[config.mk]
export PLATFORM = sky130hd
export DESIGN_NAME = output_tile_scheduler
export DESIGN_NICKNAME = d
export VERILOG_FILES = /design/src/rtl/output_tile_scheduler.sv
export SDC_FILE = /design/constraint.sdc
export NUM_CORES = 1
export LEC_CHECK = 0
export ABC_AREA = 1
export ABC_CLOCK_PERIOD_IN_PS = 4100
export CORE_MARGIN = 2
export CORE_UTILIZATION = 52
export DETAILED_ROUTE_END_ITERATION = 16
export GPL_ROUTABILITY_DRIVEN = 1
export PLACE_DENSITY = 0.9
export SLEW_MARGIN = 20
export SYNTH_ARGS = -nofsm -noshare
export SYNTH_HDL_FRONTEND = slang
export SYNTH_SLANG_ARGS = --single-unit
[constraint.sdc]
create_clock -name clk -period 4.1 [get_ports clk]
set_clock_uncertainty 0.05 [all_clocks]
set_input_delay 0.82 -clock clk [delete_from_list [all_inputs] [get_ports clk]]
set_output_delay 0.82 -clock clk [all_outputs]
set_load 0.05 [all_outputs]
[src/rtl/output_tile_scheduler.sv]
// Tile sequencer for the output write-out path: walks the output matrix tile by tile
// (row-major, column innermost) and hands each tile to master_output_ctrl.
module output_tile_scheduler #(
    parameter int MAX_OUT_ROWS = 128,
    parameter int MAX_OUT_COLS = 128,
    parameter int SYS_ARR_ROWS = 16,
    parameter int SYS_ARR_COLS = 16,
    parameter int ADDR_WIDTH   = 8,
    localparam int NM  = MAX_OUT_ROWS / SYS_ARR_ROWS,
    localparam int NN  = MAX_OUT_COLS / SYS_ARR_COLS,
    localparam int RW  = $clog2(MAX_OUT_ROWS) + 1,
    localparam int CW  = $clog2(MAX_OUT_COLS) + 1,
    localparam int TRW = $clog2(NM) + 1,
    localparam int TCW = $clog2(NN) + 1,
    localparam int RNW = $clog2(SYS_ARR_ROWS),
    localparam int CNW = $clog2(SYS_ARR_COLS),
    localparam int TDW = $clog2(NM * NN) + 1
) (
    input  logic                  clk,
    input  logic                  reset,
    input  logic                  cmd_valid,
    output logic                  cmd_ready,
    input  logic [RW-1:0]         cfg_rows,
    input  logic [CW-1:0]         cfg_cols,
    input  logic [ADDR_WIDTH-1:0] cfg_base_addr,
    input  logic                  cfg_activate,
    input  logic                  cfg_clear_after,
    input  logic                  tile_valid,
    output logic                  tile_ack,
    output logic                  oc_start,
    output logic [$clog2(NM)-1:0] oc_submatrix_row,
    output logic [$clog2(NN)-1:0] oc_submatrix_col,
    output logic [RNW-1:0]        oc_read_rows_num,
    output logic [CNW-1:0]        oc_read_cols_num,
    output logic [ADDR_WIDTH-1:0] oc_wr_base_addr,
    output logic                  oc_activate,
    output logic                  oc_clear_after,
    input  logic                  oc_done,
    output logic                  busy,
    output logic                  done,
    output logic [TDW-1:0]        tiles_done,
    output logic [2:0]            dbg_state
);

    // Handshake: a command transfers on a posedge where cmd_valid && cmd_ready; cmd_ready is high only in IDLE.
    typedef enum logic [2:0] {
        S_IDLE   = 3'd0,
        S_CHECK  = 3'd1,
        S_WAIT_T = 3'd2,
        S_ISSUE  = 3'd3,
        S_ARM    = 3'd4,
        S_DRAIN  = 3'd5,
        S_NEXT   = 3'd6,
        S_FIN    = 3'd7
    } state_t;

    state_t                  r_state;
    state_t                  w_state_nxt;
    logic [RW-1:0]           r_rows;
    logic [CW-1:0]           r_cols;
    logic [ADDR_WIDTH-1:0]   r_base;
    logic                    r_act;
    logic                    r_clr;
    logic [$clog2(NM)-1:0]   r_tile_r;
    logic [$clog2(NN)-1:0]   r_tile_c;
    logic [TDW-1:0]          r_tiles_done;
    logic [RNW-1:0]          r_oc_rows_num;
    logic [CNW-1:0]          r_oc_cols_num;
    logic [ADDR_WIDTH-1:0]   r_oc_addr;
    logic [$clog2(NM)-1:0]   r_oc_row;
    logic [$clog2(NN)-1:0]   r_oc_col;

    logic                    w_accept;
    logic                    w_empty;
    logic [TRW-1:0]          w_tr;
    logic [TCW-1:0]          w_tc;
    logic                    w_last_r;
    logic                    w_last_c;
    logic                    w_last;
    logic                    w_load_tile;
    logic [$clog2(NM)-1:0]   w_sel_r;
    logic [$clog2(NN)-1:0]   w_sel_c;
    logic [RW-1:0]           w_row_rem;
    logic [CW-1:0]           w_col_rem;
    logic [RNW-1:0]          w_rows_num;
    logic [CNW-1:0]          w_cols_num;
    logic [ADDR_WIDTH-1:0]   w_addr;

    assign w_accept = cmd_valid && (r_state == S_IDLE);
    assign w_empty  = (r_rows == '0) || (r_cols == '0);
    assign w_tr     = TRW'((int'(r_rows) + SYS_ARR_ROWS - 1) / SYS_ARR_ROWS);
    assign w_tc     = TCW'((int'(r_cols) + SYS_ARR_COLS - 1) / SYS_ARR_COLS);
    assign w_last_r = (TRW'(r_tile_r) == w_tr - TRW'(1));
    assign w_last_c = (TCW'(r_tile_c) == w_tc - TCW'(1));
    assign w_last   = w_last_r && w_last_c;
    assign w_load_tile = ((r_state == S_CHECK) && !w_empty) || ((r_state == S_NEXT) && !w_last);

    // Fields for the tile about to be worked on, so they are already stable on entry to WAIT_T.
    always_comb begin
        w_sel_r = r_tile_r;
        w_sel_c = r_tile_c;
        if (r_state == S_CHECK) begin
            w_sel_r = '0;
            w_sel_c = '0;
        end else if (w_last_c) begin
            w_sel_c = '0;
            w_sel_r = r_tile_r + 1'b1;
        end else begin
            w_sel_c = r_tile_c + 1'b1;
        end
    end

    assign w_row_rem  = r_rows - RW'(int'(w_sel_r) * SYS_ARR_ROWS);
    assign w_col_rem  = r_cols - CW'(int'(w_sel_c) * SYS_ARR_COLS);
    assign w_rows_num = (w_row_rem >= RW'(SYS_ARR_ROWS)) ? RNW'(SYS_ARR_ROWS - 1)
                                                         : RNW'(w_row_rem - RW'(1));
    assign w_cols_num = (w_col_rem >= CW'(SYS_ARR_COLS)) ? CNW'(SYS_ARR_COLS - 1)
                                                         : CNW'(w_col_rem - CW'(1));
    // Address wraps modulo 2^ADDR_WIDTH by truncation.
    assign w_addr = r_base + ADDR_WIDTH'((int'(w_sel_r) * NN + int'(w_sel_c)) * SYS_ARR_ROWS);

    always_comb begin
        w_state_nxt = r_state;
        case (r_state)
            S_IDLE:   if (cmd_valid) w_state_nxt = S_CHECK;
            S_CHECK:  w_state_nxt = w_empty ? S_FIN : S_WAIT_T;
            S_WAIT_T: if (tile_valid && oc_done) w_state_nxt = S_ISSUE;
            S_ISSUE:  w_state_nxt = S_ARM;
            S_ARM:    w_state_nxt = S_DRAIN;
            S_DRAIN:  if (oc_done) w_state_nxt = S_NEXT;
            S_NEXT:   w_state_nxt = w_last ? S_FIN : S_WAIT_T;
            S_FIN:    w_state_nxt = S_IDLE;
            default:  w_state_nxt = S_IDLE;
        endcase
    end

    always_ff @(posedge clk) begin
        if (!reset) begin
            r_state       <= S_IDLE;
            r_rows        <= '0;
            r_cols        <= '0;
            r_base        <= '0;
            r_act         <= 1'b0;
            r_clr         <= 1'b0;
            r_tile_r      <= '0;
            r_tile_c      <= '0;
            r_tiles_done  <= '0;
            r_oc_rows_num <= '0;
            r_oc_cols_num <= '0;
            r_oc_addr     <= '0;
            r_oc_row      <= '0;
            r_oc_col      <= '0;
        end else begin
            r_state <= w_state_nxt;
            if (w_accept) begin
                r_rows       <= (cfg_rows > RW'(MAX_OUT_ROWS)) ? RW'(MAX_OUT_ROWS) : cfg_rows;
                r_cols       <= (cfg_cols > CW'(MAX_OUT_COLS)) ? CW'(MAX_OUT_COLS) : cfg_cols;
                r_base       <= cfg_base_addr;
                r_act        <= cfg_activate;
                r_clr        <= cfg_clear_after;
                r_tile_r     <= '0;
                r_tile_c     <= '0;
                r_tiles_done <= '0;
            end
            if (w_load_tile) begin
                r_tile_r      <= w_sel_r;
                r_tile_c      <= w_sel_c;
                r_oc_row      <= w_sel_r;
                r_oc_col      <= w_sel_c;
                r_oc_rows_num <= w_rows_num;
                r_oc_cols_num <= w_cols_num;
                r_oc_addr     <= w_addr;
            end
            if ((r_state == S_DRAIN) && oc_done) begin
                r_tiles_done <= r_tiles_done + 1'b1;
            end
        end
    end

    assign cmd_ready        = (r_state == S_IDLE);
    assign busy             = (r_state != S_IDLE);
    assign oc_start         = (r_state == S_ISSUE);
    assign tile_ack         = (r_state == S_DRAIN) && oc_done;
    assign done             = (r_state == S_FIN);
    assign tiles_done       = r_tiles_done;
    assign oc_submatrix_row = r_oc_row;
    assign oc_submatrix_col = r_oc_col;
    assign oc_read_rows_num = r_oc_rows_num;
    assign oc_read_cols_num = r_oc_cols_num;
    assign oc_wr_base_addr  = r_oc_addr;
    assign oc_activate      = r_act;
    assign oc_clear_after   = r_clr;
    assign dbg_state        = r_state;

endmodule

==> results list <==
- The via count of the first global-routing pass was 3,519.
- Starting Density: 53.4%
- The number of antenna violations at the first check in global routing was 0.
- Counting every net in the synthesized netlist gives 580.
* Synth Cell Area: 3610 um2
- Worst max-slew margin expressed relative to the limit: 59.3%
- Kind of critical path: reg -> reg
* Aggregate global-route resource usage: 25.0%
- Sort of element at the end of the critical path: register
- Vias per cell: 5.49
- The clock reaches the later pin of the worst-skew pair after 0.35 ns.
* Unique masters post-synth: 38
- Residual DRC: 0
* DIE WIDTH: 87.3 um
- Cts hold-fix bufs: 0
- After global routing the overflow that remains totals 0.
- Root Buffer: sky130_fd_sc_hd__clkbuf_8
- Data arrival, critical path: 3.61 ns
- Number of antenna-violating nets in the routed design: 0
- Minimum period implied by the final worst setup slack: 3.38 ns
* CTS tree: built
- The routed layout has 3,730 vias.
- Maximum VDD drop: 0.564 mV
- Once layout is done, the placed cells without fillers occupy 4520 um2.
* Cell with the most instances after synthesis: sky130_fd_sc_hd__nand2_1
- Wire length reported by the detailed router: 8920 um
- Post-CTS setup buffer count: 0
- Counting every instance in the synthesized netlist gives 529.
- Of the available clock period, the critical path in the final layout requires 82.5%.
- The region available for standard cell placement spans 6760 um2.
- Required time of the worst setup path: 4.33 ns
- Setup_tns: 0 ns
- The repair_antennas step left the layout with diodes totalling 0.
- Counting every sink on the clock net gives 64.
- Number of nets in the finished design: 646
- Leakage power total: 1.93 nW
- The first TritonRoute pass finished after 6 iterations.
- Floorplan row count: 30
- Compared with the post-synthesis result, the final layout area differs by 25.2%.
- The die is 87.3 um tall.
* Primary FF master, synth: sky130_fd_sc_hd__dfxtp_1
* Fraction of layout cells with a size suffix above 1: 5.50%
- Average footprint of a synthesized cell: 6.82 um2
* H-tree depth: 3
- The tightest hold path in the finished design has a slack of 0.417 ns.
* Fraction of the core area covered by cells at the end of the flow: 66.9%
- Cell accounting for the most synthesized area: sky130_fd_sc_hd__dfxtp_1
- Entering global routing, the biggest net connects 32 pins.
* Cell area after placement: 4330 um2
- In this run, placement finished with an instance count of 664.
- CTS resizes: 0
- Port Buffer Count: 69
* Async S/R FF share, synth: 0%
- Final Total Pwr: 3.48 mW
- Fin. Hold Viols: 0
- OpenSTA, run right after detailed placement, puts the worst setup slack at 0.755 ns.
- The clock passes through at most 2 buffers.
* Hold crit path type: reg -> reg
* Number of register bits inferred by synthesis: 64
* Final-report setup violation count: 0
- Maximum fanout encountered on the critical timing path: 5
- In this run the power density over the cells is 771 nW/um2.
- Leaving out filler cells and counting taps, the final layout contains 680.
- In this run, CTS created clock tree buffers numbering 9.
- The synthesized design devotes to its leading area cell type 35.5% of total area.
* Leading post-synthesis cells by cell area: sky130_fd_sc_hd__dfxtp_1, sky130_fd_sc_hd__nand2_1, sky130_fd_sc_hd__nor2_1
* Share of the yosys chip area belonging to registers: 35.5%
* Number of max-capacitance violations reported: 0
* HPWL after detailed placement: 6480 um
- Max Freq: 296 MHz
* Measured slew at the worst slew-check pin: 0.609 ns
- Dividing the detail-routed wire length by the instance count gives 13.1 um.
* Setup repair after global routing missed its margin: false
- Clock-pin slew was measured on the worst setup and hold paths at 0.07 ns.
- Routability-driven placement finished with a final weighted congestion of 0.934.
- DRT iter0 DRCs: 244
* Number of flops mapped to enable cells by yosys: 0
- Setup crit start kind: register
- Full die area: 7620 um2
* Result of the run: completed
- The first global-routing pass estimated 15,300 um of wire.
- Min setup slack post-route: 0.717 ns
- Most instantiated cells after synthesis: sky130_fd_sc_hd__nand2_1, sky130_fd_sc_hd__nor2_1, sky130_fd_sc_hd__dfxtp_1
- Total number of yosys warnings: 0
* Final max-slew violation count: 0
- In this run the count of I/O pins placed on the die edge is 70.
-- state kept, by name (all words and copies together), names as in the netlist, 4 cells and up --
register	flops
r_base	8
tiles_done	7
r_rows	8
oc_read_rows_num	4
oc_wr_base_addr	8
oc_read_cols_num	4
r_cols	8
-- logic make-up after synthesis --
kind of cell             share of synthesized area (%)
adder cells (fa/ha/maj)                           7.56
flip-flops                                        35.5
AND/OR/NAND/NOR                                   31.5
AO/OA/AOI/OAI                                     13.4
XOR/XNOR                                          2.43
buffers and inverters                             9.60
-- cell type report --
type | count | area, um2
Tap cell | 80 | 100
Timing Repair Buffer | 73 | 721
Fill cell | 528 | 2240
Clock buffer | 10 | 128
Inverter | 66 | 249
Multi-Input combinational cell | 381 | 1980
Sequential cell | 64 | 1280
Clock inverter | 6 | 60.1
-- metal layers --
layer	global-route usage, %	wire length (um)	up-vias
met5	0	0	-
li1	-	-	1856
met4	10.9	234	0
met3	5.78	650	21
met2	41.3	4170	147
met1	31.0	3870	1706
-- worst max-delay path: stages (launching register included) --
cell and delay, ns:
sky130_fd_sc_hd__dfxtp_1 0.37, sky130_fd_sc_hd__inv_1 0.08, sky130_fd_sc_hd__ha_1 0.25, sky130_fd_sc_hd__nand2_2 0.10
sky130_fd_sc_hd__nand2_1 0.06, sky130_fd_sc_hd__nand2_2 0.11, sky130_fd_sc_hd__nand3_1 0.12, sky130_fd_sc_hd__nor2_1 0.12
sky130_fd_sc_hd__nand2_1 0.06, sky130_fd_sc_hd__nand2_1 0.11, sky130_fd_sc_hd__nor2_4 0.06, sky130_fd_sc_hd__nand2_1 0.10
sky130_fd_sc_hd__inv_2 0.06, sky130_fd_sc_hd__nor3_1 0.32, sky130_fd_sc_hd__ha_1 0.22, sky130_fd_sc_hd__inv_1 0.06
sky130_fd_sc_hd__fa_1 0.37, sky130_fd_sc_hd__or2_2 0.30, sky130_fd_sc_hd__nand4_1 0.09, sky130_fd_sc_hd__nor2_1 0.07
sky130_fd_sc_hd__nand3_1 0.08, sky130_fd_sc_hd__nand2_1 0.06, sky130_fd_sc_hd__nor2_1 0.10
-- final timing paths --
| path | startpoint | end | slack [ns] | cells past startpoint |
|---|---|---|---|---|
| max | r_cols[0] | oc_read_cols_num[0] | 0.72 | 22 |
| min | r_base[0] | r_base[0] | 0.42 | 2 |
| min reg2reg | r_base[0] | r_base[0] | 0.42 | 2 |
| max reg2reg | r_cols[0] | oc_read_cols_num[0] | 0.72 | 22 |
-- cells in the final DEF, fill, tap and decap left out, drive strengths merged, types with 3 or more instances in the layout --
master         count
dfxtp             64
clkdlybuf4s50     69
ha                17
fa                 3
a22oi              3
nand2            131
clkbuf            10
or2                3
clkinv             5
nor3               3
nor2              67
a211oi             4
a21oi             45
xnor2              6
buf                4
inv               64
xor2               4
nand4             11
nand3             43
o21ai             28
-- power breakdown --
part | switching [mW] | total (mW) | internal [mW]
clock | 0.250 | 0.527 | 0.277
combinational | 1.36 | 2.04 | 0.686
sequential | 0.132 | 0.914 | 0.781
total | 1.74 | 3.48 | 1.74
No activity file was read; power rests on OpenSTA's default activity.
